--- config.mk ---
export PLATFORM = sky130hd
export DESIGN_NAME = extract_sequencer
export DESIGN_NICKNAME = d
export VERILOG_FILES = /design/src/rtl/extract_sequencer_pkg.sv /design/src/rtl/extract_sequencer_field.sv /design/src/rtl/extract_sequencer.sv
export SDC_FILE = /design/constraint.sdc
export NUM_CORES = 2
export LEC_CHECK = 0
export ABC_AREA = 1
export CORE_AREA = 4 4 447 449
export CTS_CLUSTER_DIAMETER = 60
export DETAILED_ROUTE_END_ITERATION = 10
export DIE_AREA = 0 0 451 453
export DONT_BUFFER_PORTS = 1
export SLEW_MARGIN = 15
export SYNTH_ARGS = -nofsm -noshare
export SYNTH_HDL_FRONTEND = slang
export SYNTH_SLANG_ARGS = --single-unit
--- constraint.sdc ---
create_clock -name i_clk -period 7.8 [get_ports i_clk]
set_input_delay 1.56 -clock i_clk [delete_from_list [all_inputs] [get_ports i_clk]]
set_output_delay 1.56 -clock i_clk [all_outputs]
set_load 0.02 [all_outputs]
--- src/rtl/extract_sequencer_pkg.sv ---
// Shared types for the header extract sequencer: FSM states and offset-table entries.
package extract_sequencer_pkg;

  // Sequencer states: accept a header, issue one slot per cycle, drain the
  // extractor pipeline, then present the result vector.
  typedef enum logic [1:0] {
    ST_IDLE  = 2'd0,
    ST_ISSUE = 2'd1,
    ST_DRAIN = 2'd2,
    ST_OUT   = 2'd3
  } seq_state_t;

  // Widest byte offset an entry can hold; module offsets are zero-extended
  // into this field, so OFFSET_WIDTH must not exceed it.
  localparam int OFFSET_MAX_WIDTH = 16;

  // One offset-table entry: a valid flag plus the byte offset into the header.
  typedef struct packed {
    logic                        valid;
    logic [OFFSET_MAX_WIDTH-1:0] offset;
  } offset_entry_t;

  // True when the stored offset addresses a byte inside the header window.
  function automatic logic entry_in_range(input offset_entry_t e, input int candi_num);
    return e.offset < OFFSET_MAX_WIDTH'(candi_num);
  endfunction

endpackage

--- src/rtl/extract_sequencer_field.sv ---
// Shared byte extractor: selects one EXTRACT_WIDTH field from the header
// window at a given offset, optionally registering the result.
module Extract_Field #(
  parameter int CANDI_NUM      = 128,
  parameter int OFFSET_WIDTH   = 7,
  parameter int EXTRACT_WIDTH  = 8,
  parameter int INSERT_ONE_CLK = 1
) (
  input  logic                                    i_clk,
  input  logic                                    i_rst,
  input  logic [CANDI_NUM-1:0][EXTRACT_WIDTH-1:0] i_data,
  input  logic [OFFSET_WIDTH:0]                   i_offset,
  output logic [EXTRACT_WIDTH-1:0]                o_field
);

  logic [EXTRACT_WIDTH-1:0] field_c;

  // Select the addressed byte; an invalid or out-of-window offset yields zero.
  always_comb begin
    field_c = '0;
    if (i_offset[OFFSET_WIDTH]) begin
      for (int k = 0; k < CANDI_NUM; k++) begin
        if (int'(i_offset[OFFSET_WIDTH-1:0]) == k) begin
          field_c = i_data[k];
        end
      end
    end
  end

  generate
    if (INSERT_ONE_CLK != 0) begin : g_reg
      // Register the selected byte so the mux tree gets a full cycle.
      always_ff @(posedge i_clk) begin
        if (i_rst) begin
          o_field <= '0;
        end else begin
          o_field <= field_c;
        end
      end
    end else begin : g_comb
      assign o_field = field_c;
    end
  endgenerate

endmodule

--- src/rtl/extract_sequencer.sv ---
// Header extract sequencer: walks a per-profile offset table one slot per
// cycle through a single shared extractor and presents the collected fields.
module extract_sequencer
  import extract_sequencer_pkg::*;
#(
  parameter  int CANDI_NUM     = 128,
  parameter  int OFFSET_WIDTH  = 7,
  parameter  int EXTRACT_WIDTH = 8,
  parameter  int FIELD_NUM     = 8,
  parameter  int PROFILE_NUM   = 4,
  localparam int PROFILE_WIDTH = (PROFILE_NUM > 1) ? $clog2(PROFILE_NUM) : 1,
  localparam int IDX_WIDTH     = (FIELD_NUM > 1) ? $clog2(FIELD_NUM) : 1
) (
  input  logic                                    i_clk,
  input  logic                                    i_rst,
  input  logic                                    i_hdr_valid,
  output logic                                    o_hdr_ready,
  input  logic [CANDI_NUM-1:0][EXTRACT_WIDTH-1:0] i_hdr_data,
  input  logic [PROFILE_WIDTH-1:0]                i_hdr_profile,
  input  logic                                    i_cfg_wr,
  input  logic [PROFILE_WIDTH-1:0]                i_cfg_profile,
  input  logic [IDX_WIDTH-1:0]                    i_cfg_idx,
  input  logic [OFFSET_WIDTH:0]                   i_cfg_offset,
  output logic                                    o_fields_valid,
  input  logic                                    i_fields_ready,
  output logic [FIELD_NUM-1:0][EXTRACT_WIDTH-1:0] o_fields,
  output logic [FIELD_NUM-1:0]                    o_fields_mask,
  output logic [31:0]                             o_hdr_cnt
);

  seq_state_t state_q, state_d;

  offset_entry_t cfg_table [PROFILE_NUM][FIELD_NUM];
  offset_entry_t cur_entry;

  logic [CANDI_NUM-1:0][EXTRACT_WIDTH-1:0] hdr_data_q;
  logic [PROFILE_WIDTH-1:0]                profile_q;
  logic [IDX_WIDTH-1:0]                    idx_q;
  logic [IDX_WIDTH-1:0]                    slot_q;
  logic                                    capture_q;
  logic [FIELD_NUM-1:0][EXTRACT_WIDTH-1:0] fields_q;
  logic [FIELD_NUM-1:0]                    mask_q;
  logic [31:0]                             hdr_cnt_q;

  logic                     hdr_ready;
  logic                     hdr_accept;
  logic                     issue_en;
  logic                     out_accept;
  logic [OFFSET_WIDTH:0]    ext_offset;
  logic [EXTRACT_WIDTH-1:0] ext_field;

  assign hdr_ready = (state_q == ST_IDLE) && !i_rst;

  // The slot being issued this cycle; a table write in the same cycle is not
  // yet visible here, so the issued slot sees the old entry.
  assign cur_entry  = cfg_table[profile_q][idx_q];
  assign ext_offset = {cur_entry.valid && entry_in_range(cur_entry, CANDI_NUM),
                       cur_entry.offset[OFFSET_WIDTH-1:0]};

  Extract_Field #(
    .CANDI_NUM      (CANDI_NUM),
    .OFFSET_WIDTH   (OFFSET_WIDTH),
    .EXTRACT_WIDTH  (EXTRACT_WIDTH),
    .INSERT_ONE_CLK (1)
  ) u_extract (
    .i_clk    (i_clk),
    .i_rst    (i_rst),
    .i_data   (hdr_data_q),
    .i_offset (ext_offset),
    .o_field  (ext_field)
  );

  // Next-state logic and the per-cycle control strobes of the sequencer.
  always_comb begin
    state_d    = state_q;
    hdr_accept = 1'b0;
    issue_en   = 1'b0;
    out_accept = 1'b0;
    unique case (state_q)
      ST_IDLE: begin
        if (i_hdr_valid && hdr_ready) begin
          hdr_accept = 1'b1;
          state_d    = ST_ISSUE;
        end
      end
      ST_ISSUE: begin
        issue_en = 1'b1;
        if (idx_q == IDX_WIDTH'(FIELD_NUM - 1)) begin
          state_d = ST_DRAIN;
        end
      end
      ST_DRAIN: begin
        state_d = ST_OUT;
      end
      ST_OUT: begin
        if (i_fields_ready) begin
          out_accept = 1'b1;
          state_d    = ST_IDLE;
        end
      end
      default: begin
        state_d = ST_IDLE;
      end
    endcase
  end

  // FSM state register; reset abandons any header in flight.
  always_ff @(posedge i_clk) begin
    if (i_rst) begin
      state_q <= ST_IDLE;
    end else begin
      state_q <= state_d;
    end
  end

  // Offset table: cleared to all-invalid on reset, writable in any state.
  always_ff @(posedge i_clk) begin
    if (i_rst) begin
      for (int p = 0; p < PROFILE_NUM; p++) begin
        for (int f = 0; f < FIELD_NUM; f++) begin
          cfg_table[p][f] <= '0;
        end
      end
    end else if (i_cfg_wr) begin
      cfg_table[i_cfg_profile][i_cfg_idx] <= '{
        valid:  i_cfg_offset[OFFSET_WIDTH],
        offset: OFFSET_MAX_WIDTH'(i_cfg_offset[OFFSET_WIDTH-1:0])
      };
    end
  end

  // Header window capture; only a real handshake in IDLE updates it.
  always_ff @(posedge i_clk) begin
    if (i_rst) begin
      hdr_data_q <= '0;
    end else if (hdr_accept) begin
      hdr_data_q <= i_hdr_data;
    end
  end

  // Slot walk, result collection one cycle behind the issue, and delivery count.
  always_ff @(posedge i_clk) begin
    if (i_rst) begin
      profile_q <= '0;
      idx_q     <= '0;
      slot_q    <= '0;
      capture_q <= 1'b0;
      fields_q  <= '0;
      mask_q    <= '0;
      hdr_cnt_q <= '0;
    end else begin
      capture_q <= issue_en;
      slot_q    <= idx_q;
      if (hdr_accept) begin
        profile_q <= i_hdr_profile;
        idx_q     <= '0;
        fields_q  <= '0;
        mask_q    <= '0;
      end
      if (issue_en) begin
        idx_q         <= idx_q + IDX_WIDTH'(1);
        mask_q[idx_q] <= cur_entry.valid;
      end
      if (capture_q) begin
        fields_q[slot_q] <= ext_field;
      end
      if (out_accept) begin
        hdr_cnt_q <= hdr_cnt_q + 32'd1;
      end
    end
  end

  assign o_hdr_ready    = hdr_ready;
  assign o_fields_valid = (state_q == ST_OUT) && !i_rst;
  assign o_fields       = i_rst ? '0 : fields_q;
  assign o_fields_mask  = i_rst ? '0 : mask_q;
  assign o_hdr_cnt      = i_rst ? '0 : hdr_cnt_q;

endmodule

==> results.sh <==
export IMPL_status="finished with violations"
export IMPL_violations="negative setup slack"
export IMPL_timing_final_ws_setup_ps=-1700
export IMPL_die_w_um=451
export IMPL_final_layout_size_suffix_gt1_frac=0.09282
export IMPL_fmax_mhz=105.3
export IMPL_ant_nets=0
export IMPL_grt_max_degree=239
export IMPL_syn_inst=8717
export IMPL_grt_pass1_wl_um=397100
export IMPL_arrival_ps=10220
export IMPL_start_util=0.3135
export IMPL_hpwl_um=218000
export IMPL_slowest_stage="dfxtp_4"
export IMPL_yosysSeqAreaShare=0.4990
export IMPL_num_io_pins=1150
export IMPL_ys_types=33
export IMPL_maxSlewViolCount=0
export IMPL_final_cells=11630
export IMPL_clkSlewWorstSetupHoldPaths_ps=60
export IMPL_remaining_drc_errors=0
export IMPL_synth_area_leaders="dfxtp_1 37%, nand2_1 19%, edfxtp_1 12%"
export IMPL_finalHoldViolCount=0
export IMPL_min_period_ps=9500
export IMPL_fin_crit_sh=1.218
export IMPL_grt_pass1_vias=56120
export IMPL_core_area_um2=196200
export IMPL_drt_vias_per_instance=5.132
export IMPL_netlist_area_leader_share=0.3740
export IMPL_cp_end_kind="register"
export IMPL_htree_levels=4
export IMPL_area_growth_pct=18.29
export IMPL_grt_overflow=0
export IMPL_crit_path_frequent_cell="nand4_1"
export IMPL_syn_avg_cell_area_um2=7.056
export IMPL_critPathMaxStageDelay_ps=380
export IMPL_groute_usage_overall=0.2654
export IMPL_final_core_util=0.3708
export IMPL_firstDrtPassIters=8
export IMPL_tightest_slew_ps=1198
export IMPL_power_per_cell_area_nw_per_um2=341.4
export IMPL_port_buffers=0
export IMPL_dpl_cell_count=11250
export IMPL_dr_first_iter_drc_count=6846
export IMPL_clock_path_buffers=3
export IMPL_crit_required_ps=8520
export IMPL_cts_root_buf="clkbuf_16"
export IMPL_dieArea_um2=204300
export IMPL_ys_seq_elements=1405
export IMPL_yosysTopAreaCell="dfxtp_1"
export IMPL_synth_area_um2=61510
export IMPL_critPathMaxFanout=25
export IMPL_antenna_found_initial=102
export IMPL_finalSetupViolCount=8
export IMPL_pre_cts_ws_ps=-2141
export IMPL_synth_yosys_warnings=0
export IMPL_ir_drop_uv=222.0
export IMPL_p_leak_nw=31.60
export IMPL_path_class="reg2reg"
export IMPL_rsz0062_at_grt="yes"
export IMPL_nets=9848
export IMPL_wl_um=285800
export IMPL_num_rows=163
export IMPL_slew_headroom=0.1982
export IMPL_insertion_delay_ps=850
export IMPL_maxCapViolCount=0
export IMPL_post_drt_wl_per_cell_um=24.57
export IMPL_place_gp_congestion=0.9979
export IMPL_numCtsBuffers=169
export IMPL_num_vias=59700
export IMPL_cts_tree="done"
export IMPL_die_h_um=453
export IMPL_finalClockSkew_ps=29.13
export IMPL_cts_sinks=1405
export IMPL_worstSetupStartpointType="register"
export IMPL_hold_path_class="reg2reg"
export IMPL_syn_nets=9769
-- cells in the final DEF, fill, tap and decap left out, drive strengths merged, types with 7 or more instances in the layout --
master    instances
a22o              7
nand4           237
o22ai            20
nand3          1042
a21oi           435
clkbuf          231
nor2            644
ha                8
o21ai           450
diode            62
dfxtp          1149
edfxtp          256
inv             779
clkinv           55
buf             374
nand2          3187
nor3             17
clkinvlp          9
bufinv           10
-- registers in the layout (all words and copies together) (netlist names), named ones only --
signal	count
capture_q	1
cfg_table	256
fields_q	64
hdr_cnt_q	32
hdr_data_q	1024
idx_q	3
mask_q	8
profile_q	2
slot_q	3
state_q	2
u_extract.o_field	8
-- metal layers --
metal / track usage / share of wire / vias to the layer above
li1: - / - / 28220
met1: 0.3262 / 0.40 / 28340
met2: 0.4340 / 0.47 / 2523
met3: 0.04987 / 0.069 / 591
met4: 0.1561 / 0.063 / 32
met5: 0 / 0.00063 / -
-- path summary, 6_finish.rpt --
kind	start	to	slack [ps]	cells past startpoint
hold reg to reg	hdr_data_q[953]	hdr_data_q[953]	450	2
setup reg to reg	register	u_extract.o_field[3]	-1700	82
hold / removal	hdr_data_q[953]	hdr_data_q[953]	450	2
setup / recovery	register	u_extract.o_field[3]	-1700	82
-- what timing repair did --
| action | in CTS | in global routing |
|---|---|---|
| hold buffers | 0 | 0 |
| pin swaps | 72 | 79 |
| resized for setup | 101 | 73 |
| hold endpoints to repair | 0 | 0 |
| cloned | 3 | 0 |
| buffers inserted | 5 | 13 |
| endpoints found under the setup margin | 8 | 8 |
-- power breakdown --
group          internal (W)  switching, W  total (W)
clock               0.00469       0.00344    0.00813
combinational       0.00229       0.00503    0.00732
sequential          0.00855      0.000835    0.00939
-- area by class of cell --
type                            count  area [µm²]
Fill cell                       20750      123400
Antenna cell                       62       155.1
Multi-Input combinational cell   6067       26600
Tap cell                         2640        3303
Clock buffer                      231        4803
Sequential cell                  1405       30700
Timing Repair Buffer              375        3318
Inverter                          778        2955
Clock inverter                     75       932.1
-- Yosys cell counts --
cell type  number
a211oi_1        4
a21oi_1       435
a221oi_1        2
a22o_1          7
a31oi_1         1
a32oi_1         4
buf_1           8
buf_2          24
buf_4           8
clkbuf_1      427
clkinv_1        6
dfxtp_1      1149
edfxtp_1      256
ha_1            8
inv_1         741
inv_2          31
nand2_1      3185
nand2_2         2
nand3_1      1042
nand4_1       237
nor2_1        634
nor2_2          8
nor2_4          2
nor3_1         15
nor3_2          2
nor3b_1         1
nor4_1          2
o21a_1          3
o21ai_0       435
o21ai_1        15
o22ai_1        20
or4_1           1
xor2_1          2
-- through the flow --
| stage | power [W] | hold slack, ps | cell area, µm² | TNS, ps |
|---|---|---|---|---|
| 6_report | 0.02484 | 447.8 | 72760 | -11000 |
| 5_1_grt | 0.02597 | 476.6 | 72720 | -16390 |
| 4_1_cts | 0.02494 | 450.0 | 72280 | -11650 |
| 3_5_place_dp | 0.01652 | 440.9 | 66080 | -13220 |
| 3_3_place_gp | 0.01645 | 436.1 | 66070 | -13630 |
| 2_1_floorplan | 0.01279 | 424.5 | 61510 | 0 |
-- logic make-up (layout without fill, tap and decap cells) --
logic type                 Yosys count  in the layout  share of synthesized area
other                                0             62                          0
buffers and inverters             1245           1459                    0.07695
xor gates and xnor gates             2              2                  0.0002848
and+or+nand+nor                   5131           5131                     0.3453
adders and majority gates            8              8                   0.001627
DFF                               1405           1405                     0.4990
AOI/OAI and AO/OA                  926            926                    0.07685
-- worst max-delay path, delay by kind of cell (launching register included) --
family	cells	cell delay [ps]
and+or+nand+nor	73	7930
DFF	1	380
AOI/OAI and AO/OA	1	150
buffers and inverters	8	920
(Power assumes the default switching activity.)
